`src/rtl/fifo_wr_arb_pkg.sv`:
```
// Shared types and helpers for the round-robin FIFO write arbiter.
package fifo_wr_arb_pkg;

  typedef enum logic {IDLE, BURST} state_e;

  localparam int unsigned BEAT_W = 8;

  // Index width for an n-entry requester vector; never narrower than one bit.
  function automatic int unsigned idx_w(input int unsigned n);
    return (n > 1) ? $clog2(n) : 1;
  endfunction

endpackage

```
`src/rtl/fifo_wr_arb_rr_pick.sv`:
```
// Round-robin picker: first set bit of req searching upward from start, modulo NREQ.
module rr_pick #(
  parameter int unsigned NREQ = 4,
  parameter int unsigned IW   = 2
) (
  input  logic [NREQ-1:0] req,
  input  logic [IW-1:0]   start,
  output logic            valid,
  output logic [IW-1:0]   idx
);

  logic [IW-1:0] cand;

  // Scan farthest offset first so the nearest set bit is the last one written.
  always_comb begin
    valid = 1'b0;
    idx   = '0;
    cand  = '0;
    for (int i = NREQ - 1; i >= 0; i--) begin
      cand = IW'((int'(start) + i) % NREQ);
      if (req[cand]) begin
        valid = 1'b1;
        idx   = cand;
      end
    end
  end

endmodule

```
`src/rtl/fifo_wr_arb.sv`:
```
// Round-robin write arbiter sharing one FIFO write port among NREQ producers.
// Define FIFO_WR_ARB_CNT_EN to add per-requester accepted-word counters on wcnt.
module fifo_wr_arb
  import fifo_wr_arb_pkg::*;
#(
  parameter int unsigned NREQ      = 4,
  parameter int unsigned DW        = 8,
  parameter int unsigned MAX_BURST = 4
) (
  input  logic                      clk,
  input  logic                      rst_n,
  input  logic [NREQ-1:0]           req,
  input  logic [NREQ*DW-1:0]        din,
  output logic [NREQ-1:0]           ack,
  output logic                      fifo_wr,
  output logic [DW-1:0]             fifo_din,
  input  logic                      fifo_full,
  output logic                      busy,
  output logic [idx_w(NREQ)-1:0]    owner
`ifdef FIFO_WR_ARB_CNT_EN
  ,
  output logic [NREQ*16-1:0]        wcnt
`endif
);

  localparam int unsigned OW = idx_w(NREQ);

  state_e            state_q;
  logic [OW-1:0]     owner_q, rr_ptr_q;
  logic [BEAT_W-1:0] beat_q;

  logic [OW-1:0]     owner_inc, pick_start, pick_idx;
  logic              pick_valid;
  logic              wr_ok, burst_end;
  logic [DW-1:0]     owner_word;

  rr_pick #(
    .NREQ (NREQ),
    .IW   (OW)
  ) u_rr_pick (
    .req   (req),
    .start (pick_start),
    .valid (pick_valid),
    .idx   (pick_idx)
  );

  always_comb begin
    owner_inc  = (owner_q == OW'(NREQ - 1)) ? '0 : owner_q + 1'b1;
    pick_start = (state_q == IDLE) ? rr_ptr_q : owner_inc;
    // rst_n gates the write so a word offered during reset is neither written nor acked.
    wr_ok      = rst_n && (state_q == BURST) && req[owner_q] && !fifo_full;
    burst_end  = (state_q == BURST) &&
                 (!req[owner_q] || (wr_ok && ((beat_q + 1'b1) == BEAT_W'(MAX_BURST))));
    owner_word = '0;
    for (int i = 0; i < NREQ; i++) begin
      if (owner_q == OW'(i)) owner_word = din[i*DW +: DW];
    end
    ack = '0;
    for (int i = 0; i < NREQ; i++) begin
      ack[i] = wr_ok && (owner_q == OW'(i));
    end
    fifo_wr  = wr_ok;
    fifo_din = wr_ok ? owner_word : '0;
  end

  always_ff @(posedge clk) begin
    if (!rst_n) begin
      state_q  <= IDLE;
      owner_q  <= '0;
      beat_q   <= '0;
      rr_ptr_q <= '0;
    end else begin
      case (state_q)
        IDLE: begin
          if (pick_valid) begin
            owner_q <= pick_idx;
            beat_q  <= '0;
            state_q <= BURST;
          end
        end
        BURST: begin
          if (burst_end) begin
            rr_ptr_q <= owner_inc;
            beat_q   <= '0;
            if (pick_valid) owner_q <= pick_idx;
            else            state_q <= IDLE;
          end else if (wr_ok) begin
            beat_q <= beat_q + 1'b1;
          end
        end
        default: state_q <= IDLE;
      endcase
    end
  end

  assign busy  = (state_q == BURST);
  assign owner = owner_q;

`ifdef FIFO_WR_ARB_CNT_EN
  always_ff @(posedge clk) begin
    if (!rst_n) begin
      wcnt <= '0;
    end else begin
      for (int i = 0; i < NREQ; i++) begin
        if (ack[i]) wcnt[i*16 +: 16] <= wcnt[i*16 +: 16] + 16'd1;
      end
    end
  end
`endif

endmodule

```
`config.mk`:
```
export PLATFORM = sky130hd
export DESIGN_NAME = fifo_wr_arb
export DESIGN_NICKNAME = d
export VERILOG_FILES = /design/src/rtl/fifo_wr_arb_pkg.sv /design/src/rtl/fifo_wr_arb_rr_pick.sv /design/src/rtl/fifo_wr_arb.sv
export SDC_FILE = /design/constraint.sdc
export NUM_CORES = 1
export LEC_CHECK = 0
export BUFFER_PORTS_ARGS = -buffer_cell sky130_fd_sc_hd__buf_2
export CAP_MARGIN = 10
export CORE_ASPECT_RATIO = 0.9
export CORE_MARGIN = 1
export CORE_UTILIZATION = 45
export DETAILED_ROUTE_END_ITERATION = 8
export GPL_TIMING_DRIVEN = 0
export PLACE_DENSITY = 0.76
export SLEW_MARGIN = 15
export SYNTH_ARGS = -nofsm -noshare
export SYNTH_HDL_FRONTEND = slang
export SYNTH_HIERARCHICAL = 1
export SYNTH_SLANG_ARGS = --single-unit
```
`constraint.sdc`:
```
create_clock -name clk -period 5.05 [get_ports clk]
set_input_delay 1.01 -clock clk [delete_from_list [all_inputs] [get_ports clk]]
set_output_delay 1.01 -clock clk [all_outputs]
set_load 0.02 [all_outputs]
```
==> key figures, run 1 <==
Clocking
  • Root Driver: clkbuf_4
  • Latest clock arrival within the worst-skew pair: 280 ps
  • TritonCTS Buffers: 3
  • Worst-path clk slew: 90 ps
  • CTS max path bufs: 2
  • Post-CTS Hold Buffers: 0
  • Clock sinks: 13
  • CTS tree: built
  • Post-cts resize count: 0
  • H-tree levels: 1
  • Post-CTS Setup Bufs: 0

Finish
  • Fillcell total: 276
  • Final Instance Count excl. Fillers: 255
  • Final Util: 0.621
  • Finished Cell Area: 0.00159 mm^2
  • Ant. Diodes: 0
  • Area delta synth->final: 25.9%
  • Fraction of layout cells with a size suffix above 1: 0.304
  • Final #Nets: 273

Floorplanning
  • Die H: 52.2 um
  • Total die area: 0.00301 mm^2
  • IO Count: 55
  • Starting density of the core: 0.493
  • Die W: 57.8 um
  • Rows: 17
  • Core area: 0.00255 mm^2

Routing
  • DR iter-0 viols: 44
  • Routed wire length: 3.40 mm
  • Drc violations: 1
  • Via count: 1,424
  • Post-DR vias/cell: 5.58
  • WL per Instance: 13.3 um
  • Final antenna-violating net count: 0
  • Initial DRT Pass Iterations: 6

Synth
  • Synth async-reset ratio: 0
  • Syn. warnings: 6
  • Most instantiated library cell after synthesis: nand2_1
  • Top cell type's share of synthesized area: 0.207
  • Synth top cells by count: nand2_1, nor2_1, nor3_1
  • Synthesized area: 0.00126 mm^2
  • Synth Flop Type: dfxtp_1
  • Yosys top cell by area: dfxtp_1
  • Post-synthesis cell type count: 44
  • Syn Nets: 215
  • Synthesized area per cell: 7.40 um^2
  • Sequential share of the synthesized area: 0.207
  • Cells after synthesis: 170
  • Yosys reg bits: 13
  • EDFF count, synth: 0
  • Top cells by area, synth: dfxtp_1, ha_1, nor3_1, nand2_1, a221oi_1

Timing
  • Rel. slew slack: 0.685
  • Final Hold Viols: 0
  • Setup TNS: 0 ps
  • Setup Skew: 3.27 ps
  • RSZ-0062 raised after global routing: false
  • Hold Slack: 466 ps
  • Final setup violating endpoints: 0
  • Worst-Margin Slew: 473 ps
  • Minimum clock period: 3530 ps
  • Slew Viols, Final: 0
  • Max Clk Rate: 0.283 GHz
  • Final WS setup: 1520 ps
  • Final period util: 0.699

GRT
  • Total Routing Usage GR: 0.230
  • GRT Residual Overflow: 0
  • Initial antenna violation count: 0
  • Global-route wire length before repair: 5.40 mm
  • Largest net degree at the start of global routing: 11
  • Vias in the first global route: 1,175

Setup path
  • Worst setup EP type: output port
  • Worst Path Required: 4040 ps
  • Critical-path maximum fanout: 10
  • Reg2reg path depth: 7
  • CP arrival: 2520 ps
  • Crit start category: input pin
  • Setup CP Type: in -> out

Placement
  • DP Wirelength: 2.56 mm
  • IO buf count: 53
  • Routability-driven placement congestion ratio: 0.792
  • Pre-CTS WS: 1540 ps
  • Cell Area, Placed: 0.00156 mm^2
  • Placed Instances: 251

Pwr
  • Tot Pwr: 0.333 mW
  • P per Cell Area: 210 mW/mm^2
  • VDD IR max: 160 uV
  • Static leakage: 0.710 nW

Min path
  • WHS Path Cells: 2
  • Worst min path class: reg -> reg

Job
  • Maxcap violations: 0

Outcome
  • Failing checks: design-rule violations
  • Status: finished with violations
[area by class of cell]
class	instances	area [um^2]	area share
buffer	12	62.6	0.0395
sequential	13	260	0.164
multi-input combinational	140	917	0.579
tap	28	35.0	0.0221
clock buffer	4	26.3	0.0166
timing repair buffer	53	265	0.167
inverter	5	18.8	0.0118
[cell usage in the layout, fill, tap and decap left out, types with 2 or more instances in the layout]
master / instances
inv_1: 5
ha_1: 6
mux2i_1: 6
a221oi_1: 7
nand3_1: 3
buf_2: 55
a21boi_1: 2
nand2_1: 19
nand2b_1: 3
mux2_2: 3
o21ai_0: 3
a21oi_1: 10
dfxtp_1: 13
buf_4: 2
o31a_1: 5
o21a_1: 2
nor2_1: 16
clkbuf_4: 3
clkbuf_1: 8
and2_1: 9
nor4b_1: 2
nor3_1: 15
nor2b_1: 8
[critical path, cell delays in order]
cell and delay (ps):
buf_2 120, mux4_2 530, nand2_4 160, or2_1 130, buf_6 120, inv_1 110
and2_1 180, buf_2 150
[routing by layer]
| metal | global-route usage | routed length [um] |
|---|---|---|
| met5 | 0 | 0 |
| met4 | 0.0278 | 9 |
| met3 | 0.0469 | 138 |
| met2 | 0.366 | 1610 |
| met1 | 0.330 | 1640 |
[registers in the layout (all words and copies together), names as in the netlist]
| name | count |
|---|---|
| beat_q | 8 |
| owner | 2 |
| rr_ptr_q | 2 |
| busy | 1 |
[power breakdown]
| group | leakage, nW | total, mW | internal [mW] | switching [mW] |
|---|---|---|---|---|
| logic | 0.590 | 0.150 | 0.0665 | 0.0838 |
| clock network | 0.0150 | 0.0689 | 0.0306 | 0.0383 |
| registers | 0.106 | 0.113 | 0.108 | 0.00581 |
[final timing paths]
check,end,slack [ps],start
max,ack[1],1520,req[3]
min,rr_ptr_q[1],470,rr_ptr_q[1]
max reg2reg,beat_q[5],3020,owner[0]
min reg2reg,rr_ptr_q[1],470,rr_ptr_q[1]
[logic make-up (layout without fill, tap and decap cells)]
family          count (synthesis)  count (layout)  share of synthesized area
simple gates                   88              88                      0.370
compound gates                 35              35                      0.200
buf+inv                        17              74                     0.0646
flops                          13              13                      0.207
mux                            10              10                     0.0924
fa+ha+maj                       6               6                     0.0596
xor+xnor                        1               1                    0.00696
(Power assumes the default switching activity.)
==> run 2: changes to the inputs <==
ABC_AREA = 1   (was default)
PLACE_DENSITY = 0.75   (was 0.76)
clock period = 3.7 ns   (was 5.05 ns; I/O delays follow)
==> key figures, run 2 <==
Setup path
  • Setup CP Type: reg -> out
  • Worst setup EP type: output port
  • Critical-path cell list: ha_1 > clkbuf_1 > clkinv_1 > nor2_1 > o21ai_0 > o21ai_0 > a21oi_1 > buf_2
  • Worst path most repeated cell: o21ai_0
  • Max incr delay on CP: 500 ps
  • CP arrival: 2230 ps
  • Slowest stage cell, crit path: dfxtp_1
  • Critical-path maximum fanout: 9
  • Worst Path Required: 2960 ps
  • Crit start category: register

Timing
  • Rel. slew slack: 0.744
  • Max Clk Rate: 0.337 GHz
  • Final setup violating endpoints: 0
  • Final period util: 0.802
  • Setup Skew: 1.72 ps
  • Final Hold Viols: 0
  • Worst-Margin Slew: 384 ps
  • Setup TNS: 0 ps
  • Hold Slack: 468 ps
  • RSZ-0062 raised after global routing: false
  • Slew Viols, Final: 0
  • Minimum clock period: 2970 ps

Routing
  • Drc violations: 0
  • Routed wire length: 3.55 mm
  • DR iter-0 viols: 71
  • Via count: 1,719
  • Post-DR vias/cell: 5.13
  • WL per Instance: 10.6 um
  • Final antenna-violating net count: 0
  • Initial DRT Pass Iterations: 4

Finish
  • Most frequent cells in the layout: buf_2, nand2_1, o21ai_0, a21oi_1
  • Finished Cell Area: 0.00176 mm^2
  • Final Util: 0.615
  • Fraction of layout cells with a size suffix above 1: 0.295
  • Final #Nets: 341
  • Area occupied by registers: 260 um^2
  • Area delta synth->final: 24.5%
  • Most common cell after layout, fill and taps aside: buf_2
  • Area occupied by multi-input gates: 988 um^2
  • Fillcell total: 307
  • Ant. Diodes: 0
  • Max reg flops: 8
  • Biggest register: beat_q

GRT
  • Total Routing Usage GR: 0.216
  • Global-route wire length before repair: 5.44 mm
  • Largest net degree at the start of global routing: 11
  • Initial antenna violation count: 0
  • Vias in the first global route: 1,276
  • GRT Residual Overflow: 0

Synth
  • Most instantiated library cell after synthesis: nand2_1
  • Post-synthesis cell type count: 30
  • Synth Flop Type: dfxtp_1
  • Yosys top cell by area: dfxtp_1
  • Post-synthesis mux area share: 0.0159
  • Syn Nets: 282
  • Top cells by area, synth: dfxtp_1, nand2_1, o21ai_0, a21oi_1, inv_1
  • Yosys reg bits: 13
  • EDFF count, synth: 0
  • Synth async-reset ratio: 0
  • Top cell type's share of synthesized area: 0.184
  • Synth Area in Simple Gates: 0.385
  • Post-synthesis compound-gate area fraction: 0.245
  • Syn. warnings: 6
  • Post-Synth Adder-Cell Area: 0.0531
  • Synth top cells by count: nand2_1, o21ai_0, a21oi_1
  • Synthesized area: 0.00141 mm^2
  • Synthesized area per cell: 5.97 um^2
  • Largest family of logic cells by synthesized area: simple AND/OR/NAND/NOR gates
  • Synth Area in XOR/XNOR: 0
  • Cells after synthesis: 237
  • Sequential share of the synthesized area: 0.184

Floorplanning
  • Rows: 18
  • IO Count: 55
  • Die W: 61.1 um
  • Core area: 0.00286 mm^2
  • Die H: 55.2 um
  • Total die area: 0.00337 mm^2
  • Starting density of the core: 0.494

Clocking
  • CTS tree: built
  • CTS max path bufs: 2
  • TritonCTS Buffers: 3
  • Clock sinks: 13
  • H-tree levels: 1
  • Post-cts resize count: 0
  • Post-CTS Setup Bufs: 0
  • Latest clock arrival within the worst-skew pair: 280 ps
  • Post-CTS Hold Buffers: 0
  • Root Driver: clkbuf_4
  • Worst-path clk slew: 80 ps

Min path
  • Worst min path class: reg -> reg

Pwr
  • VDD IR max: 356 uV
  • Static leakage: 0.869 nW
  • P per Cell Area: 619 mW/mm^2

Placement
  • Cell Area, Placed: 0.00173 mm^2
  • Routability-driven placement congestion ratio: 0.828
  • DP Wirelength: 2.74 mm
  • IO buf count: 54

Job
  • Maxcap violations: 0

Outcome
  • Status: finished, final reports clean
## run 2: changes by cell type after synthesis, moves of 6 or more
cell,change
nand2_1,+27
nor2b_1,-8
nand3_1,+13
inv_1,+17
a21oi_1,+20
a221oi_1,-7
nand2_2,+6
nor3_1,-15
and2_1,-8
nor2_1,+6
nand4_1,+7
mux2i_1,-6
o21ai_0,+28
## run 2: cell families (layout without fill, tap and decap cells)
group                    after synthesis  count (layout)
flip-flops                            13              13
AND/OR/NAND/NOR                      111             111
multiplexers                           2               2
buffers and inverters                 37              95
adder cells (fa/ha/maj)                6               6
AO/OA/AOI/OAI                         68              68
## run 2: final cells by class
class	count	share of cell area
multi-input combinational	187	0.561
tap	40	0.0284
clock buffer	4	0.0149
inverter	27	0.0583
buffer	10	0.0355
sequential	13	0.148
timing repair buffer	54	0.154
## run 2: critical path, delay by kind of cell (launching register included)
family	cells	cell delay [ps]
buffers and inverters	3	800
DFF	1	500
AOI/OAI and AO/OA	3	310
adders and majority gates	1	190
and+or+nand+nor	1	150
## run 2: path summary, 6_finish.rpt
check / depth (start not counted) / endpoint / slack [ps] / start
worst min register to register: 2 / rr_ptr_q[1] / 470 / rr_ptr_q[1]
worst min-delay path: 2 / rr_ptr_q[1] / 470 / rr_ptr_q[1]
worst max register to register: 13 / beat_q[6] / 1350 / owner[0]
worst max-delay path: 8 / fifo_din[1] / 730 / owner[0]
## run 2: per-stage QoR
step / total power [mW] / setup slack (ps) / cells
2_1_floorplan: 0.829 / 1130 / 237
3_3_place_gp: 0.990 / 1050 / 331
3_5_place_dp: 0.996 / 1020 / 331
4_1_cts: 1.09 / 730 / 335
5_1_grt: 1.23 / 488 / 335
6_report: 1.09 / 731 / 335
## run 2: per-layer routing
layer  part of all wire  global-route usage  vias up  wire length (um)
li1                   -                   -      918                 -
met1               0.50               0.297      729              1770
met2               0.41               0.341       68              1460
met3              0.081              0.0442        4               289
met4             0.0096              0.0606        0                34
met5                  0                   0        -                 0
## run 2: where the power goes
part | leakage, nW | internal, mW | total, mW | switching [mW]
Clock | 0.0150 | 0.0419 | 0.0893 | 0.0474
Combinational | 0.747 | 0.286 | 0.765 | 0.480
Sequential | 0.107 | 0.181 | 0.234 | 0.0530
Total | 0.869 | 0.509 | 1.09 | 0.580
==> run 3: changes to the inputs <==
ABC_AREA = 0   (was 1)
PLACE_DENSITY = 0.76   (was 0.75)
clock period = 2.9 ns   (was 3.7 ns; I/O delays follow)
==> key figures, run 3 (synthesis results as in run 1) <==
Clocking
  • Worst-path clk slew: 90 ps
  • CTS max path bufs: 2
  • Post-CTS Setup Bufs: 0
  • Latest clock arrival within the worst-skew pair: 280 ps
  • Root Driver: clkbuf_4
  • Post-cts resize count: 0
  • CTS tree: built
  • Post-CTS Hold Buffers: 0
  • Clock sinks: 13
  • TritonCTS Buffers: 3
  • H-tree levels: 1

Routing
  • Initial DRT Pass Iterations: 6
  • Final antenna-violating net count: 0
  • Post-DR vias/cell: 5.47
  • Routed wire length: 3.38 mm
  • Via count: 1,394
  • DR iter-0 viols: 44
  • WL per Instance: 13.2 um
  • Drc violations: 1

Timing
  • Worst-Margin Slew: 468 ps
  • Minimum clock period: 2690 ps
  • Setup Skew: 1.28 ps
  • Final setup violating endpoints: 0
  • RSZ-0062 raised after global routing: false
  • Final WS setup: 214 ps
  • Hold Slack: 466 ps
  • Final period util: 0.926
  • Slew Viols, Final: 0
  • Rel. slew slack: 0.688
  • Max Clk Rate: 0.372 GHz
  • Setup TNS: 0 ps
  • Final Hold Viols: 0

GRT
  • Initial antenna violation count: 0
  • Largest net degree at the start of global routing: 11
  • GRT Residual Overflow: 0
  • Global-route wire length before repair: 5.40 mm
  • Total Routing Usage GR: 0.230
  • Met2 usage: 0.366
  • Busiest layer in global routing: met2
  • M3 GR Usage: 0.0469
  • Vias in the first global route: 1,175
  • Met1 global-route usage: 0.330

Pwr
  • Static leakage: 0.714 nW
  • Tot Pwr: 0.580 mW
  • VDD IR max: 278 uV
  • P per Cell Area: 365 mW/mm^2

Floorplanning
  • Rows: 17
  • Core area: 0.00255 mm^2
  • IO Count: 55
  • Die W: 57.8 um
  • Die H: 52.2 um
  • Starting density of the core: 0.493
  • Total die area: 0.00301 mm^2

Finish
  • Ant. Diodes: 0
  • Most frequent cells in the layout: buf_2, nand2_1, nor2_1, nor3_1, dfxtp_1
  • Max reg flops: 8
  • Finished Cell Area: 0.00159 mm^2
  • Fillcell total: 276
  • Fraction of layout cells with a size suffix above 1: 0.313
  • Biggest register: beat_q
  • Area delta synth->final: 26.1%
  • Final #Nets: 273
  • Most common cell after layout, fill and taps aside: buf_2

Placement
  • Cell Area, Placed: 0.00156 mm^2
  • IO buf count: 53
  • Pre-CTS WS: 254 ps
  • DP Wirelength: 2.56 mm
  • Routability-driven placement congestion ratio: 0.792

Outcome
  • Status: finished with violations
  • Failing checks: design-rule violations

Setup path
  • Slowest stage cell, crit path: dfxtp_1
  • Critical-path cell list: ha_1 > clkbuf_1 > a221oi_1 > nor3_1 > a21oi_1 > nor2_1 > buf_2
  • Worst setup EP type: output port
  • Reg2reg path depth: 9
  • Worst Path Required: 2320 ps
  • Critical-path maximum fanout: 10
  • CP arrival: 2110 ps
  • Setup CP Type: reg -> out
  • Crit start category: register
  • Max incr delay on CP: 440 ps

Job
  • Maxcap violations: 0

Min path
  • Worst min path class: reg -> reg
  • WHS Path Cells: 2
[run 3: final timing paths]
kind | startpoint | slack [ps] | endpoint
worst max-delay path | owner[1] | 210 | fifo_din[0]
worst min-delay path | rr_ptr_q[1] | 470 | rr_ptr_q[1]
worst max register to register | owner[1] | 900 | owner[1]
worst min register to register | rr_ptr_q[1] | 470 | rr_ptr_q[1]
[run 3: cell type report]
type | instances | area (um^2) | area share
multi-input combinational | 140 | 917 | 0.578
timing repair buffer | 53 | 265 | 0.167
sequential | 13 | 262 | 0.165
buffer | 12 | 63.8 | 0.0402
tap | 28 | 35.0 | 0.0221
clock buffer | 4 | 26.3 | 0.0165
inverter | 5 | 18.8 | 0.0118
[run 3: per-layer routing]
metal	up-vias	wire [um]
met1	631	1640
met5	-	0
li1	730	-
met2	31	1600
met3	2	131
met4	0	9
[run 3: through the flow]
step                std cells  utilization
finish                    255        0.622
global placement          251        0.611
CTS                       255        0.621
global route              255        0.622
floorplan                 170            -
detailed placement        251        0.611
[run 3: power breakdown]
part / total [mW] / leakage [nW] / switching, mW / internal, mW
Sequential: 0.198 / 0.106 / 0.0101 / 0.188
Clock: 0.119 / 0.0150 / 0.0653 / 0.0533
Combinational: 0.263 / 0.593 / 0.146 / 0.117
[run 3: worst max-delay path: cells and delay by family, from the launching register on]
kind                       cells  cell delay, ps
AOI/OAI and AO/OA              2             170
and+or+nand+nor                2             390
buffers and inverters          2             520
DFF                            1             440
adders and majority gates      1             310
